`src/rtl/calc_pkg.sv`:
```
// ---------------------------------------------------------------------------
// calc_pkg : shared state encoding and op-codes for calc_sequencer
// Rev 1.0
// ---------------------------------------------------------------------------
`default_nettype none

package calc_pkg;

    typedef enum logic [2:0] {
        ST_IDLE  = 3'd0,
        ST_GET_A = 3'd1,
        ST_GET_B = 3'd2,
        ST_CALC  = 3'd3,
        ST_SHOW  = 3'd4
    } state_t;

    localparam logic [1:0] OP_ADD = 2'd0;
    localparam logic [1:0] OP_SUB = 2'd1;
    localparam logic [1:0] OP_AND = 2'd2;
    localparam logic [1:0] OP_OR  = 2'd3;

endpackage

`default_nettype wire

```
`src/rtl/calc_alu.sv`:
```
// ---------------------------------------------------------------------------
// calc_alu : combinational add/sub/and/or with signed overflow flag
// Rev 1.0
// ---------------------------------------------------------------------------
`default_nettype none

module calc_alu
    import calc_pkg::*;
#(
    parameter int WIDTH = 8
) (
    input  logic [WIDTH-1:0] a,
    input  logic [WIDTH-1:0] b,
    input  logic [1:0]       op,
    output logic [WIDTH-1:0] sum,
    output logic             ovr
);

    always_comb begin
        sum = '0;
        ovr = 1'b0;
        case (op)
            OP_ADD: begin
                sum = a + b;
                ovr = (a[WIDTH-1] == b[WIDTH-1]) && (sum[WIDTH-1] != a[WIDTH-1]);
            end
            OP_SUB: begin
                sum = a - b;
                ovr = (a[WIDTH-1] != b[WIDTH-1]) && (sum[WIDTH-1] != a[WIDTH-1]);
            end
            OP_AND: sum = a & b;
            default: sum = a | b;
        endcase
    end

endmodule

`default_nettype wire

```
`src/rtl/calc_sequencer.sv`:
```
// ---------------------------------------------------------------------------
// calc_sequencer : Enter-stepped two-operand calculator with result chaining
// Rev 1.0
// ---------------------------------------------------------------------------
`default_nettype none

module calc_sequencer
    import calc_pkg::*;
#(
    parameter int WIDTH = 8,
    parameter int CHAIN = 1
) (
    input  logic             Clock,
    input  logic             Reset,
    input  logic             Enter,
    input  logic             ClearEntry,
    input  logic [1:0]       OpSel,
    input  logic [WIDTH-1:0] DataIn,
    output logic [2:0]       State,
    output logic [WIDTH-1:0] Result,
    output logic             OVR,
    output logic             Done,
    output logic [WIDTH-1:0] Display
);

    state_t           state_q, state_d;
    logic             enter_q;
    logic [WIDTH-1:0] a_q, a_d;
    logic [WIDTH-1:0] b_q, b_d;
    logic [1:0]       op_q, op_d;
    logic [WIDTH-1:0] r_q, r_d;
    logic             ovr_q, ovr_d;
    logic             done_q, done_d;

    logic             rise;
    logic [WIDTH-1:0] alu_sum;
    logic             alu_ovr;

    assign rise = Enter & ~enter_q;

    calc_alu #(.WIDTH(WIDTH)) u_alu (
        .a   (a_q),
        .b   (b_q),
        .op  (op_q),
        .sum (alu_sum),
        .ovr (alu_ovr)
    );

    always_comb begin
        state_d = state_q;
        a_d     = a_q;
        b_d     = b_q;
        op_d    = op_q;
        r_d     = r_q;
        ovr_d   = ovr_q;
        done_d  = 1'b0;

        if (ClearEntry) begin
            state_d = ST_IDLE;
            a_d     = '0;
            b_d     = '0;
            op_d    = '0;
            r_d     = '0;
            ovr_d   = 1'b0;
        end else begin
            case (state_q)
                ST_IDLE: if (rise) state_d = ST_GET_A;
                ST_GET_A: if (rise) begin
                    a_d     = DataIn;
                    state_d = ST_GET_B;
                end
                ST_GET_B: if (rise) begin
                    b_d     = DataIn;
                    op_d    = OpSel;
                    state_d = ST_CALC;
                end
                // CALC never looks at rise; it always completes in one cycle.
                ST_CALC: begin
                    r_d     = alu_sum;
                    ovr_d   = alu_ovr;
                    done_d  = 1'b1;
                    state_d = ST_SHOW;
                end
                ST_SHOW: if (rise) begin
                    if (CHAIN != 0) begin
                        a_d     = r_q;
                        state_d = ST_GET_B;
                    end else begin
                        state_d = ST_GET_A;
                    end
                end
                default: state_d = ST_IDLE;
            endcase
        end
    end

    always_ff @(posedge Clock or posedge Reset) begin
        if (Reset) begin
            state_q <= ST_IDLE;
            enter_q <= 1'b0;
            a_q     <= '0;
            b_q     <= '0;
            op_q    <= '0;
            r_q     <= '0;
            ovr_q   <= 1'b0;
            done_q  <= 1'b0;
        end else begin
            state_q <= state_d;
            enter_q <= Enter;
            a_q     <= a_d;
            b_q     <= b_d;
            op_q    <= op_d;
            r_q     <= r_d;
            ovr_q   <= ovr_d;
            done_q  <= done_d;
        end
    end

    assign State   = state_q;
    assign Result  = r_q;
    assign OVR     = ovr_q;
    assign Done    = done_q;
    assign Display = (state_q == ST_SHOW) ? r_q : DataIn;

endmodule

`default_nettype wire
```
`config.mk`:
```
export PLATFORM = sky130hd
export DESIGN_NAME = calc_sequencer
export DESIGN_NICKNAME = d
export VERILOG_FILES = /design/src/rtl/calc_pkg.sv /design/src/rtl/calc_alu.sv /design/src/rtl/calc_sequencer.sv
export SDC_FILE = /design/constraint.sdc
export NUM_CORES = 1
export LEC_CHECK = 0
export CORE_MARGIN = 2
export CORE_UTILIZATION = 35
export DETAILED_ROUTE_END_ITERATION = 12
export PLACE_DENSITY_LB_ADDON = 0.1
export REMOVE_ABC_BUFFERS = 1
export SYNTH_ARGS = -nofsm -noshare
export SYNTH_HDL_FRONTEND = slang
export SYNTH_SLANG_ARGS = --single-unit
```
`constraint.sdc`:
```
create_clock -name Clock -period 2 [get_ports Clock]
set_input_delay 0.5 -clock Clock [delete_from_list [all_inputs] [get_ports Clock]]
set_output_delay 0.5 -clock Clock [all_outputs]
set_load 0.02 [all_outputs]
```
==> summary.md <==
| Metric | Value |
|---|---|
| Status | `complete, but fails checks` |
| Violations in the final reports | `setup timing` |
| Antenna Nets Post-Route | `0` |
| Worst path setup slack after routing | `-0.0652 ns` |
| Final routed wirelength across all metal layers | `7310 µm` |
| Via count of the routed design | `2350` |
| Pin slew with the least headroom to its limit | `roughly 0.57 ns` |
| Clock tree from TritonCTS | `done` |
| Sum of overflow across all layers after global routing | `0` |
| Buffer cell driving the clock tree root | `sky130_fd_sc_hd__clkbuf_8` |
| Internal power | `1.11 mW` |
| Final weighted congestion in routability-driven placement | `0.847` |
| H-tree lvl count | `2` |
| Wire length of the first global-routing pass | `12500 µm` |
| Share of the synthesized area in compound gates (AO/OA/AOI/OAI) | `0.215` |
| Area of the core region | `7330 µm²` |
| Max-slew violation count | `0` |
| Total GRT Usage | `0.188` |
| Top-level port count | `35` |
| Diode count | `0` |
| Synthesized netlist cell count | `276` |
| Yosys synthesis warning count | `0` |
| Floorplan row count | `31` |
| Net count reported at finish | `just over 400` |
| Net switching fraction of the power | `0.271` |
| Vias in the first global route | `approximately 2500` |
| Synthesis-stage register bit count | `32` |
| Fraction of the yosys area taken by sequential cells | `0.300` |
| Fin Clk Skew | `0.00925 ns` |
| Share of power burned in combinational logic | `0.217` |
| DRC violations left | `0` |
| Distinct cell type count after synthesis | `between 60 and 70` |
| Maximum VDD drop | `0.000324 V` |
| Reg power frac | `0.434` |
| Most frequent cells in the layout | `sky130_fd_sc_hd__buf_4, sky130_fd_sc_hd__dfrtp_1, sky130_fd_sc_hd__clkdlybuf4s50_1, sky130_fd_sc_hd__inv_1, sky130_fd_sc_hd__nor2_1` |
| Maxcap violations | `0` |
| Post-DP HPWL | `5400 µm` |
| Count of final setup violators | `10` |
| Routed length on met2 | `between 3000 and 4000 µm` |
| Proportion of register bits with asynchronous set or reset after synthesis | `1.00` |
| Rel. slew slack | `0.620` |
| Number of filler instances in the final layout | `683` |
| Share of cells above drive strength 1 | `0.376` |
| Total chip power | `1.53 mW` |
| Max clock buf depth | `2` |
| Largest family of logic cells by synthesized area | `compound AO/OA/AOI/OAI gates` |
| Element type at the critical path start | `register` |
| Routed wl met3 | `253 µm` |
| Worst-path maximum fanout | `3` |
| Effective utilization at floorplan | `0.364` |
| Xor and xnor area share after synthesis | `0.0164` |
| Power density normalized to cell area | `roughly 400 nW/µm²` |
| Antenna violations before repair | `0` |
| Via-to-Cell Ratio | `a little under 5` |
| Highest routed layer | `met4` |
| Net switching component of the power | `0.415 mW` |
| Clock period minus worst slack | `roughly 2.1 ns` |
| Non-filler instance count after layout | `474` |
| Hold violation total from the final report | `0` |
| Syn Std Cell Area | `around 2700 µm²` |
| Endpoint kind of the worst setup timing path | `register` |
| Worst setup path class | `register to register` |
| Synthesis-to-layout area growth | `44.2%` |
| Syn Area/Cell | `9.66 µm²` |
| Fraction of the mapped netlist area in adder cells | `0.123` |
| Die Area | `8330 µm²` |
| Post-synth EDFFs | `0` |
| Initial DRC count | `98` |
| Most common library cell in the layout ignoring fill and taps | `sky130_fd_sc_hd__buf_4` |
| TritonCTS Sinks | `32` |
| Crit path required time | `2.16 ns` |
| Total iterations of the first detailed-routing run | `4` |
| Share of synthesized area spent on multiplexers | `0.113` |
| # port buffers | `34` |
| Worst R2R Setup Slack | `-0.07 ns` |
| Timing-limited maximum frequency | `slightly below 0.5 GHz` |
| Placed cells | `464` |
| Signal arrival time at the worst endpoint | `2.23 ns` |
| Metal1 wirelength | `3370 µm` |
| Static leakage power | `1.81 nW` |
| Maximum number of pins on one net before global-route repair | `33` |
| Number of buffers added by the clock tree synthesis step | `5` |
| Die height | `91.3 µm` |
| Fin crit share | `1.03` |
| Top FF cell, synth | `sky130_fd_sc_hd__dfrtp_1` |
| Overall die width | `91.3 µm` |
| Clock latency on the worst-skew pair | `0.28 ns` |
| Detailed-route wire length per cell | `15.4 µm` |
| Clock network fraction of total power | `0.349` |
| Clock transition at path regs | `roughly 0.08 ns` |
| Hold/Removal Path Class | `register to register` |
| RSZ-0062 raised after global routing | `true` |
| Worst Hold Margin | `0.514 ns` |
| Simple-Gate Fraction of Synth Area | `0.166` |
==> Yosys cell counts (all sizes together) (2+ instances only) <==
| master | instances | share of area |
|---|---|---|
| inv | 22 | 0.031 |
| buf | 8 | 0.020 |
| o21ai | 10 | 0.019 |
| a32o | 2 | 0.0075 |
| mux2 | 9 | 0.049 |
| clkbuf | 8 | 0.015 |
| nor3b | 3 | 0.013 |
| nand3b | 6 | 0.017 |
| a211oi | 12 | 0.049 |
| nand3 | 6 | 0.011 |
| nand2 | 12 | 0.018 |
| o21a | 3 | 0.0085 |
| o211ai | 4 | 0.011 |
| a211o | 4 | 0.013 |
| a2111oi | 3 | 0.017 |
| and2 | 3 | 0.0070 |
| a21o | 3 | 0.0085 |
| ha | 23 | 0.11 |
| fa | 2 | 0.015 |
| nor2b | 5 | 0.012 |
| o31ai | 2 | 0.0056 |
| o21bai | 2 | 0.0056 |
| mux2i | 17 | 0.064 |
| a21oi | 13 | 0.024 |
| xor2 | 2 | 0.0066 |
| nand2b | 7 | 0.016 |
| nor3 | 3 | 0.0056 |
| dfrtp | 32 | 0.30 |
| nor2 | 28 | 0.048 |
| xnor2 | 3 | 0.0099 |
| o311a | 2 | 0.0075 |
==> path summary, 6_finish.rpt <==
path	to	startpoint	cells past startpoint
setup / recovery	Result[4]	b_q[0]	9
hold / removal	Result[1]	Result[1]	2
setup reg to reg	Result[4]	b_q[0]	9
hold reg to reg	Result[1]	Result[1]	2
max in group asynchronous	b_q[1]	Reset	3
min in group asynchronous	b_q[2]	Reset	3
==> logic make-up (layout without fill, tap and decap cells) <==
| group | after synthesis | after routing |
|---|---|---|
| compound gates | 71 | 71 |
| xor+xnor | 5 | 5 |
| fa+ha+maj | 25 | 25 |
| buf+inv | 38 | 137 |
| flops | 32 | 32 |
| mux | 26 | 26 |
| simple gates | 79 | 79 |
==> critical path, stage by stage (launching register included) <==
cell	delay, ns
sky130_fd_sc_hd__dfrtp_1	0.41
sky130_fd_sc_hd__buf_4	0.16
sky130_fd_sc_hd__ha_4	0.16
sky130_fd_sc_hd__fa_2	0.34
sky130_fd_sc_hd__a21o_1	0.17
sky130_fd_sc_hd__a21oi_2	0.14
sky130_fd_sc_hd__buf_4	0.13
sky130_fd_sc_hd__xnor2_1	0.11
sky130_fd_sc_hd__o21ai_1	0.09
sky130_fd_sc_hd__a32o_1	0.23
==> stage by stage <==
step,util,TNS [ns],setup slack (ns),area (µm²)
6_report,0.524,-0.502,-0.0652,3840
4_1_cts,0.516,-0.572,-0.0754,3780
5_1_grt,0.524,-1.26,-0.165,3840
3_3_place_gp,0.488,-3.45,-0.237,3580
2_1_floorplan,-,-0.174,-0.144,2570
3_5_place_dp,0.488,-3.51,-0.247,3580
==> power groups by stage <==
stage / Combinational [mW] / Clock, mW / Sequential [mW]
final: 0.331 / 0.534 / 0.664
after global routing: 0.360 / 0.583 / 0.665
after CTS: 0.320 / 0.549 / 0.664
after detailed placement: 0.306 / 0 / 0.676
after global placement: 0.304 / 0 / 0.676
after floorplan: 0.137 / 0 / 0.682
==> sequential cells by signal (all words and copies together) (netlist names) <==
signal,flops
Result,8
a_q,8
b_q,8
State,3
op_q,2
Done,1
OVR,1
enter_q,1
==> metal layers <==
layer  up-vias  global-route usage
met5         -                   0
met4         0              0.0442
met3         6              0.0332
met2        42               0.321
met1      1125               0.246
li1       1177                   -
==> layout make-up <==
class	count	area [µm²]	share of cell area
tap	99	124	0.0322
timing repair buffer	107	925	0.241
inverter	22	82.6	0.0215
clock buffer	8	90.1	0.0234
multi-input combinational	206	1820	0.474
sequential	32	802	0.209
==> timing repair <==
action	4_1_cts	5_1_grt
resized for setup	65	12
endpoints found under the setup margin	13	14
hold buffers	0	0
buffers inserted	1	1
pin swaps	11	8
(Power assumes the default switching activity.)
